<file path="src/rtl/tap_controller.sv">
// IEEE 1149.1-style TAP controller: 16-state TAP FSM, instruction and bypass registers, DR-mux select.
// Optional 32-bit IDCODE register is compiled in when JTAG_IDCODE_EN is defined.
module tap_controller #(
  parameter int unsigned          IR_WIDTH     = 4,
  parameter logic [IR_WIDTH-1:0]  OPC_EXTEST   = 4'b0000,
  parameter logic [IR_WIDTH-1:0]  OPC_SAMPLE   = 4'b0010,
  parameter logic [IR_WIDTH-1:0]  OPC_IDCODE   = 4'b0001,
  parameter logic [IR_WIDTH-1:0]  OPC_BYPASS   = 4'b1111,
  parameter logic [31:0]          IDCODE_VALUE = 32'h1000_0001
) (
  input  logic       TCK,
  input  logic       TRSTn,
  input  logic       TMS,
  input  logic       TDI,
  input  logic       DR,
  output logic       sel,
  output logic       BR,
  output logic       ShiftDR,
  output logic       CaptureDR,
  output logic       UpdateDR,
  output logic       Mode,
  output logic       TDO,
  output logic       TDO_en,
  output logic [3:0] state
);

  typedef enum logic [3:0] {
    S_TLR   = 4'hF,
    S_RTI   = 4'hC,
    S_SELDR = 4'h7,
    S_CAPDR = 4'h6,
    S_SHDR  = 4'h2,
    S_EX1DR = 4'h1,
    S_PAUDR = 4'h3,
    S_EX2DR = 4'h0,
    S_UPDDR = 4'h5,
    S_SELIR = 4'h4,
    S_CAPIR = 4'hE,
    S_SHIR  = 4'hA,
    S_EX1IR = 4'h9,
    S_PAUIR = 4'hB,
    S_EX2IR = 4'h8,
    S_UPDIR = 4'hD
  } tap_state_e;

  localparam logic [IR_WIDTH-1:0] IR_CAPTURE = IR_WIDTH'(2'b01);
`ifdef JTAG_IDCODE_EN
  localparam logic [IR_WIDTH-1:0] IR_RESET   = OPC_IDCODE;
`else
  localparam logic [IR_WIDTH-1:0] IR_RESET   = OPC_BYPASS;
`endif

  tap_state_e          state_q;
  tap_state_e          state_d;
  logic [IR_WIDTH-1:0] ir_shift_q;
  logic [IR_WIDTH-1:0] ir_q;
  logic                br_q;
  logic                tdo_q;
  logic                tdo_en_q;
  logic                sel_s;
  logic                mode_s;
  logic                dr_tdo_s;

  function automatic tap_state_e next_state(input tap_state_e cur, input logic tms);
    tap_state_e nxt;
    case (cur)
      S_TLR:   nxt = tms ? S_TLR   : S_RTI;
      S_RTI:   nxt = tms ? S_SELDR : S_RTI;
      S_SELDR: nxt = tms ? S_SELIR : S_CAPDR;
      S_CAPDR: nxt = tms ? S_EX1DR : S_SHDR;
      S_SHDR:  nxt = tms ? S_EX1DR : S_SHDR;
      S_EX1DR: nxt = tms ? S_UPDDR : S_PAUDR;
      S_PAUDR: nxt = tms ? S_EX2DR : S_PAUDR;
      S_EX2DR: nxt = tms ? S_UPDDR : S_SHDR;
      S_UPDDR: nxt = tms ? S_SELDR : S_RTI;
      S_SELIR: nxt = tms ? S_TLR   : S_CAPIR;
      S_CAPIR: nxt = tms ? S_EX1IR : S_SHIR;
      S_SHIR:  nxt = tms ? S_EX1IR : S_SHIR;
      S_EX1IR: nxt = tms ? S_UPDIR : S_PAUIR;
      S_PAUIR: nxt = tms ? S_EX2IR : S_PAUIR;
      S_EX2IR: nxt = tms ? S_UPDIR : S_SHIR;
      S_UPDIR: nxt = tms ? S_SELDR : S_RTI;
      default: nxt = S_TLR;
    endcase
    return nxt;
  endfunction

  // TAP state transition from TMS
  always_comb begin
    state_d = next_state(state_q, TMS);
  end

  // Instruction decode; undefined opcodes (and IDCODE) fall through to the bypass select
  always_comb begin
    sel_s  = 1'b1;
    mode_s = 1'b0;
    if (ir_q == OPC_EXTEST) begin
      sel_s  = 1'b0;
      mode_s = 1'b1;
    end else if (ir_q == OPC_SAMPLE) begin
      sel_s  = 1'b0;
      mode_s = 1'b0;
    end else begin
      sel_s  = 1'b1;
      mode_s = 1'b0;
    end
  end

`ifdef JTAG_IDCODE_EN
  logic [31:0] idcode_q;
  logic        idcode_sel_s;

  assign idcode_sel_s = (ir_q == OPC_IDCODE);
  assign dr_tdo_s     = idcode_sel_s ? idcode_q[0] : DR;

  // ID register: captured in CapDR, shifted right in ShDR with TDI into bit 31
  always_ff @(posedge TCK or negedge TRSTn) begin
    if (!TRSTn) begin
      idcode_q <= IDCODE_VALUE;
    end else begin
      case (state_q)
        S_CAPDR: idcode_q <= IDCODE_VALUE;
        S_SHDR:  idcode_q <= {TDI, idcode_q[31:1]};
        default: idcode_q <= idcode_q;
      endcase
    end
  end
`else
  logic unused_idcode_s;

  assign unused_idcode_s = ^{IDCODE_VALUE, OPC_IDCODE};
  assign dr_tdo_s        = DR;
`endif

  // Rising-edge state: TAP state, IR shift stage and bypass bit
  always_ff @(posedge TCK or negedge TRSTn) begin
    if (!TRSTn) begin
      state_q    <= S_TLR;
      ir_shift_q <= '0;
      br_q       <= 1'b0;
    end else begin
      state_q <= state_d;
      case (state_q)
        S_TLR: begin
          ir_shift_q <= '0;
          br_q       <= 1'b0;
        end
        S_CAPIR: ir_shift_q <= IR_CAPTURE;
        S_SHIR:  ir_shift_q <= {TDI, ir_shift_q[IR_WIDTH-1:1]};
        S_CAPDR: br_q       <= sel_s ? 1'b0 : br_q;
        S_SHDR:  br_q       <= sel_s ? TDI : br_q;
        default: br_q       <= br_q;
      endcase
    end
  end

  // Falling-edge state: IR update and TDO launch, so TDO is stable around the next rising edge
  always_ff @(negedge TCK or negedge TRSTn) begin
    if (!TRSTn) begin
      ir_q     <= IR_RESET;
      tdo_q    <= 1'b0;
      tdo_en_q <= 1'b0;
    end else begin
      case (state_q)
        S_TLR: begin
          ir_q     <= IR_RESET;
          tdo_q    <= 1'b0;
          tdo_en_q <= 1'b0;
        end
        S_UPDIR: begin
          ir_q     <= ir_shift_q;
          tdo_q    <= 1'b0;
          tdo_en_q <= 1'b0;
        end
        S_SHIR: begin
          tdo_q    <= ir_shift_q[0];
          tdo_en_q <= 1'b1;
        end
        S_SHDR: begin
          tdo_q    <= dr_tdo_s;
          tdo_en_q <= 1'b1;
        end
        default: begin
          tdo_q    <= 1'b0;
          tdo_en_q <= 1'b0;
        end
      endcase
    end
  end

  // Strobes decode state flops only, so TMS never reaches the boundary-scan cells combinationally
  assign CaptureDR = (state_q == S_CAPDR) & ~sel_s;
  assign ShiftDR   = (state_q == S_SHDR)  & ~sel_s;
  assign UpdateDR  = (state_q == S_UPDDR) & ~sel_s;
  assign sel       = sel_s;
  assign Mode      = mode_s;
  assign BR        = br_q;
  assign TDO       = tdo_q;
  assign TDO_en    = tdo_en_q;
  assign state     = state_q;

endmodule

</file>
<file path="config.mk">
export PLATFORM = sky130hd
export DESIGN_NAME = tap_controller
export DESIGN_NICKNAME = d
export VERILOG_FILES = /design/src/rtl/tap_controller.sv
export SDC_FILE = /design/constraint.sdc
export NUM_CORES = 1
export LEC_CHECK = 0
export CAP_MARGIN = 20
export CORE_UTILIZATION = 52
export DETAILED_ROUTE_END_ITERATION = 8
export PLACE_DENSITY = 0.82
export SYNTH_ARGS = -nofsm -noshare
export SYNTH_HDL_FRONTEND = slang
export SYNTH_SLANG_ARGS = --single-unit
</file>
<file path="constraint.sdc">
create_clock -name TCK -period 3.4 [get_ports TCK]
set_input_delay 0.34 -clock TCK [delete_from_list [all_inputs] [get_ports TCK]]
set_output_delay 0.34 -clock TCK [all_outputs]
set_load 0.05 [all_outputs]
</file>
==> results of run 1 <==
==> state kept, by name (all words and copies together), names as in the netlist <==
register	cells
state	4
ir_q	4
TDO_en	1
ir_shift_q	4
TDO	1
BR	1
==> cell families after synthesis <==
logic type,after synthesis,synth area share (%)
compound gates,20,17.0
buf+inv,10,6.53
flops,15,49.0
mux,2,2.71
simple gates,40,24.7
==> critical path, cell delays in order, from the launching register on <==
cell	delay [ns]
dfstp_2	0.36
or3_4	0.42
buf_4	0.16
nor4_4	0.19
buf_12	0.18
==> stage by stage <==
stage / util, % / cell area [um2] / power [W] / setup TNS [ns] / worst slack, ns
floorplan: - / 843 / 0.000899 / -0.223 / -0.148
global placement: 77.0 / 1040 / 0.00105 / 0 / 0.0977
detailed placement: 77.0 / 1040 / 0.00107 / 0 / 0.0399
CTS: 82.1 / 1110 / 0.00123 / -1.13 / -0.309
global route: 82.1 / 1110 / 0.00131 / -1.43 / -0.377
finish: 82.1 / 1110 / 0.00122 / -1.09 / -0.296
==> per-layer routing <==
layer	track usage, %	vias up	wire [um]
met3	8.15	4	77
met2	43.8	16	972
met5	0	-	0
met4	15.0	0	26
met1	29.5	329	702
li1	-	347	-
==> layout make-up <==
type                       instances  area [um2]  area share, %
multi-input combinational         62         403           36.3
sequential                        15         385           34.8
timing repair buffer              23         249           22.5
clock buffer                       4        26.3           2.37
tap                               15        18.8           1.69
clock inverter                     4        15.0           1.35
inverter                           3        11.3           1.02
==> how the worst max path moves through the flow <==
stage                        startpoint   endpoint  slack, ns  depth (start not counted)
floorplan           ir_q[0]$_DFFE_NN1P_   UpdateDR      -0.15                          3
finish              ir_q[2]$_DFFE_NN1P_  CaptureDR      -0.30                          4
CTS                 ir_q[2]$_DFFE_NN1P_   UpdateDR      -0.31                          3
global placement    ir_q[0]$_DFFE_NN1P_   UpdateDR        0.1                          3
detailed placement  ir_q[0]$_DFFE_NN1P_   UpdateDR       0.04                          3
global route        ir_q[2]$_DFFE_NN1P_  CaptureDR      -0.38                          4
==> synth_stat cells (2+ instances only) <==
| master | count | area (um2) |
|---|---|---|
| dfrtn_1 | 2 | 50.1 |
| nor2_1 | 10 | 37.5 |
| nor4_1 | 2 | 12.5 |
| inv_1 | 3 | 11.3 |
| nand3_1 | 2 | 10.0 |
| nand2b_1 | 4 | 25.0 |
| o21ai_1 | 9 | 45.0 |
| nand2_1 | 11 | 41.3 |
| dfrtp_1 | 5 | 125 |
| nor3_1 | 2 | 10.0 |
| a22oi_1 | 3 | 22.5 |
| dfstp_2 | 8 | 210 |
| buf_2 | 5 | 25.0 |
| nor2b_1 | 4 | 25.0 |
==> timing repair <==
item                                    4_1_cts  5_1_grt
pin swaps                                     2        0
setup buffers                                 3        0
resized for setup                             2        0
endpoints found under the setup margin        5        5
==> power by group <==
| part | total, W | internal [W] | switching [W] |
|---|---|---|---|
| Combinational | 0.000697 | 0.000277 | 0.000420 |
| Sequential | 0.000402 | 0.000294 | 0.000109 |
| Clock | 0.000122 | 0.0000518 | 0.0000704 |
| Total | 0.00122 | 0.000623 | 0.000599 |
==> results.cfg, run 1 <==
[timing]
rsz0062_at_grt = yes
finalSetupViolCount = 5
finalHoldViolations = 0
setup_ws_ns = -0.296
finalMaxSlewViolations = 0
slew_headroom_pct = 67.1
worstMarginPinSlew_ns = 0.492
fin_hold_ws_ns = 0.365
skew_ns = 0.0668

[global_route]
grt_usage_pct = 26.4
first_global_vias = 592
grt_pass1_wl_mm = 2.66
grt_max_degree = 19
overflow = 0
antenna_found_initial = 0

[route]
vias_per_cell = 5.52
routed_wl_mm = 1.78
via_count = 696
drtIter0Drc = 20
post_drt_wl_per_cell_um = 14.1
postRouteAntennaNets = 0
drcViolationCount = 0
first_pass_iters = 4

[power_and_ir_drop]
ir_drop_v = 0.000593
p_per_area_nw_per_um2 = 1100
p_leak_nw = 0.491

[outcome]
status = complete, but fails checks
violations = setup timing

[setup_path]
worstPathMaxFanout = 4
r2r_slack_ns = 0.31
setup.worst_path.class = reg2out
cp-start-kind = flop
worstReg2RegStart = ir_q[2]$_DFFE_NN1P_
critPathArrivalTime_ns = 3.36
timing.rr.end = BR$_DFFE_PN0P_
worst_ep_required_time_ns = 3.06
worstRegToRegCells = 4
worstSetupEndpointType = output pin

[logic_synthesis]
syn_inst = 87
synth_ff_type = dfstp_2
syn_area_um2 = 786
ys_warn_count = 0
synth_fp_nets = 92
synth.distinct_cells = 31
synth_area_per_cell_um2 = 9.03
yosysSeqAreaShare_pct = 49.0
async_flop_share_pct = 100
ys_seq_elements = 15
synth_edf_count = 0

[layout]
diodes = 0
drive_gt1_share_pct = 28.8
mostFrequentLayoutCells = nand2_1 (11), nor2_1 (9), o21ai_1 (9), clkdlybuf4s50_1 (9), buf_4 (9)
nets = 117
nFillCells = 101
fin_cells = 126
final_common_cell = nand2_1
syn2layout_area_growth_pct = 41.1

[cts]
clk_latency_ns = 0.35
clock_sinks = 15
htree_levels = 1
clk_path_buf_depth = 2
cts_hold_buf = 0
clkSlewWorstSetupHoldPaths_ns = 0.09
cts_tree = yes
cts_buffers = 3
cts-root-buf = clkbuf_4

[place]
place_inst = 116
portBuffers = 16
place_hpwl_mm = 1.28
gp_congestion = 0.822

[die]
coreArea_um2 = 1350
initial_core_util_pct = 58.2
die-area_um2 = 1670
die_h_um = 40.9
num_rows = 13
die_x_um = 40.9
ios = 17

[worst_hold_path]
hold_path_class = in2async

[job]
maxCapViolCount = 0
(Power assumes the default switching activity.)
==> run 2: changes to the inputs <==
--- a/config.mk
+++ b/config.mk
@@ -6,9 +6,11 @@
 export NUM_CORES = 1
 export LEC_CHECK = 0
 export CAP_MARGIN = 20
-export CORE_UTILIZATION = 52
+export CORE_UTILIZATION = 55
+export CTS_BUF_LIST = sky130_fd_sc_hd__clkbuf_4 sky130_fd_sc_hd__clkbuf_8
 export DETAILED_ROUTE_END_ITERATION = 8
-export PLACE_DENSITY = 0.82
+export PLACE_DENSITY = 0.86
+export REMOVE_ABC_BUFFERS = 1
 export SYNTH_ARGS = -nofsm -noshare
 export SYNTH_HDL_FRONTEND = slang
 export SYNTH_SLANG_ARGS = --single-unit
==> results.cfg, run 2 (same netlist as run 1, synthesis figures left out) <==
[outcome]
status = complete, but fails checks
violations = setup timing

[setup_path]
cp-start-kind = flop
critPathArrivalTime_ns = 3.29
setup.worst_path.class = reg2out
r2r_slack_ns = 0.18
worstReg2RegStart = ir_q[3]$_DFFE_NN1P_
worst_ep_required_time_ns = 3.06
worstPathMaxFanout = 5
worstSetupEndpointType = output pin
timing.rr.end = BR$_DFFE_PN0P_
worstRegToRegCells = 5

[global_route]
antenna_found_initial = 0
first_global_vias = 654
grt_usage_pct = 28.0
grt_pass1_wl_mm = 2.80
overflow = 0
grt_max_degree = 19

[timing]
fin_hold_ws_ns = 0.465
skew_ns = 0.0754
finalSetupViolCount = 5
setup_ws_ns = -0.227
slew_headroom_pct = 66.6
finalHoldViolations = 0
fin_tns_setup_ns = -1.01
finalMaxSlewViolations = 0
worstMarginPinSlew_ns = 0.499
rsz0062_at_grt = yes

[route]
first_pass_iters = 4
postRouteAntennaNets = 0
vias_per_cell = 5.65
routed_wl_mm = 1.96
via_count = 712
drtIter0Drc = 18
drcViolationCount = 0
post_drt_wl_per_cell_um = 15.6

[cts]
cts-root-buf = clkbuf_4
clock_sinks = 15
cts_tree = yes
cts_hold_buf = 0
cts_buffers = 3
clk_path_buf_depth = 2
htree_levels = 1
clkSlewWorstSetupHoldPaths_ns = 0.04
clk_latency_ns = 0.37

[worst_hold_path]
holdPathStages = 2
hold_path_end = ir_q[2]$_DFFE_NN1P_
hold_path_class = reg2reg
min-delay-start = ir_q[2]$_DFFE_NN1P_

[die]
ios = 17
die-area_um2 = 1580
die_h_um = 39.8
die_x_um = 39.8
coreArea_um2 = 1320
initial_core_util_pct = 59.6
num_rows = 13

[power_and_ir_drop]
p_leak_nw = 0.488
seqPwrFrac_pct = 35.5
switchingPower_w = 0.000608
ir_drop_v = 0.000569
sw_frac_of_total_pct = 49.4
p_clk_share_pct = 10.6
p_int_w = 0.000623
power_frac_comb_pct = 53.9
p_per_area_nw_per_um2 = 1110

[layout]
final_common_cell = nand2_1
drive_gt1_share_pct = 28.8
nets = 117
syn2layout_area_growth_pct = 40.8
mostFrequentLayoutCells = nand2_1 (11), nor2_1 (9), o21ai_1 (9), clkdlybuf4s50_1 (9)
diodes = 0

[place]
portBuffers = 16
place_hpwl_mm = 1.23
gp_congestion = 0.763

[job]
maxCapViolCount = 0
[run 2: cell type report]
class | count | area, um2
tap | 15 | 18.8
inverter | 3 | 11.3
clock inverter | 5 | 18.8
sequential | 15 | 385
multi-input combinational | 62 | 388
fill | 81 | 211
timing repair buffer | 23 | 262
clock buffer | 3 | 22.5
[run 2: per-stage QoR]
stage | worst slack (ns) | util, % | power [W] | instance area [um2] | instances
after floorplan | -1.19 | - | 0.000801 | 749 | 81
after global placement | 0.0283 | 76.7 | 0.00101 | 1010 | 117
after detailed placement | 0.0102 | 76.7 | 0.00104 | 1010 | 117
after CTS | -0.199 | 82.4 | 0.00119 | 1090 | 125
after global routing | -0.287 | 84.0 | 0.00130 | 1110 | 126
final | -0.227 | 84.0 | 0.00123 | 1110 | 126
[run 2: what timing repair did]
| action | 4_1_cts | 5_1_grt |
|---|---|---|
| setup endpoints to repair | 5 | 5 |
| gates resized for setup | 6 | 2 |
| buffers inserted | 1 | 1 |
| pin swaps | 1 | 0 |
[run 2: worst max-delay path: stages (launching register included)]
cell and delay (ns):
dfstp_2 0.37, or3_4 0.41, nor4_2 0.16, buf_4 0.16, buf_12 0.13
[run 2: metal layers]
layer,track usage [%],vias up,routed length [um]
li1,-,348,-
met1,33.2,346,828
met2,45.1,14,1040
met3,4.55,4,58
met4,19.8,0,37
met5,0,-,0
[run 2: worst max path at each step]
stage	slack [ns]	cells after the start	startpoint	endpoint
floorplan	-1.19	2	ir_q[0]$_DFFE_NN1P_	CaptureDR
global placement	0.03	4	ir_q[0]$_DFFE_NN1P_	CaptureDR
detailed placement	0.01	3	ir_q[0]$_DFFE_NN1P_	ShiftDR
CTS	-0.20	4	ir_q[2]$_DFFE_NN1P_	CaptureDR
global route	-0.29	4	ir_q[2]$_DFFE_NN1P_	UpdateDR
finish	-0.23	4	ir_q[3]$_DFFE_NN1P_	UpdateDR
[run 2: power groups by stage]
| stage | clock [W] | sequential, W | combinational, W |
|---|---|---|---|
| after detailed placement | 0.00000915 | 0.000420 | 0.000607 |
| after floorplan | 0.00000915 | 0.000518 | 0.000274 |
| after global routing | 0.000134 | 0.000451 | 0.000710 |
| final | 0.000131 | 0.000437 | 0.000663 |
| after global placement | 0.00000915 | 0.000414 | 0.000590 |
| after CTS | 0.000126 | 0.000427 | 0.000639 |
==> run 3: changes to the inputs <==
--- a/config.mk
+++ b/config.mk
@@ -5,12 +5,12 @@
 export SDC_FILE = /design/constraint.sdc
 export NUM_CORES = 1
 export LEC_CHECK = 0
-export CAP_MARGIN = 20
 export CORE_UTILIZATION = 55
 export CTS_BUF_LIST = sky130_fd_sc_hd__clkbuf_4 sky130_fd_sc_hd__clkbuf_8
 export DETAILED_ROUTE_END_ITERATION = 8
 export PLACE_DENSITY = 0.86
 export REMOVE_ABC_BUFFERS = 1
+export SLEW_MARGIN = 20
 export SYNTH_ARGS = -nofsm -noshare
 export SYNTH_HDL_FRONTEND = slang
 export SYNTH_SLANG_ARGS = --single-unit
==> results of run 3 <==
The final DEF is identical to that of run 2; final timing and power are the same.
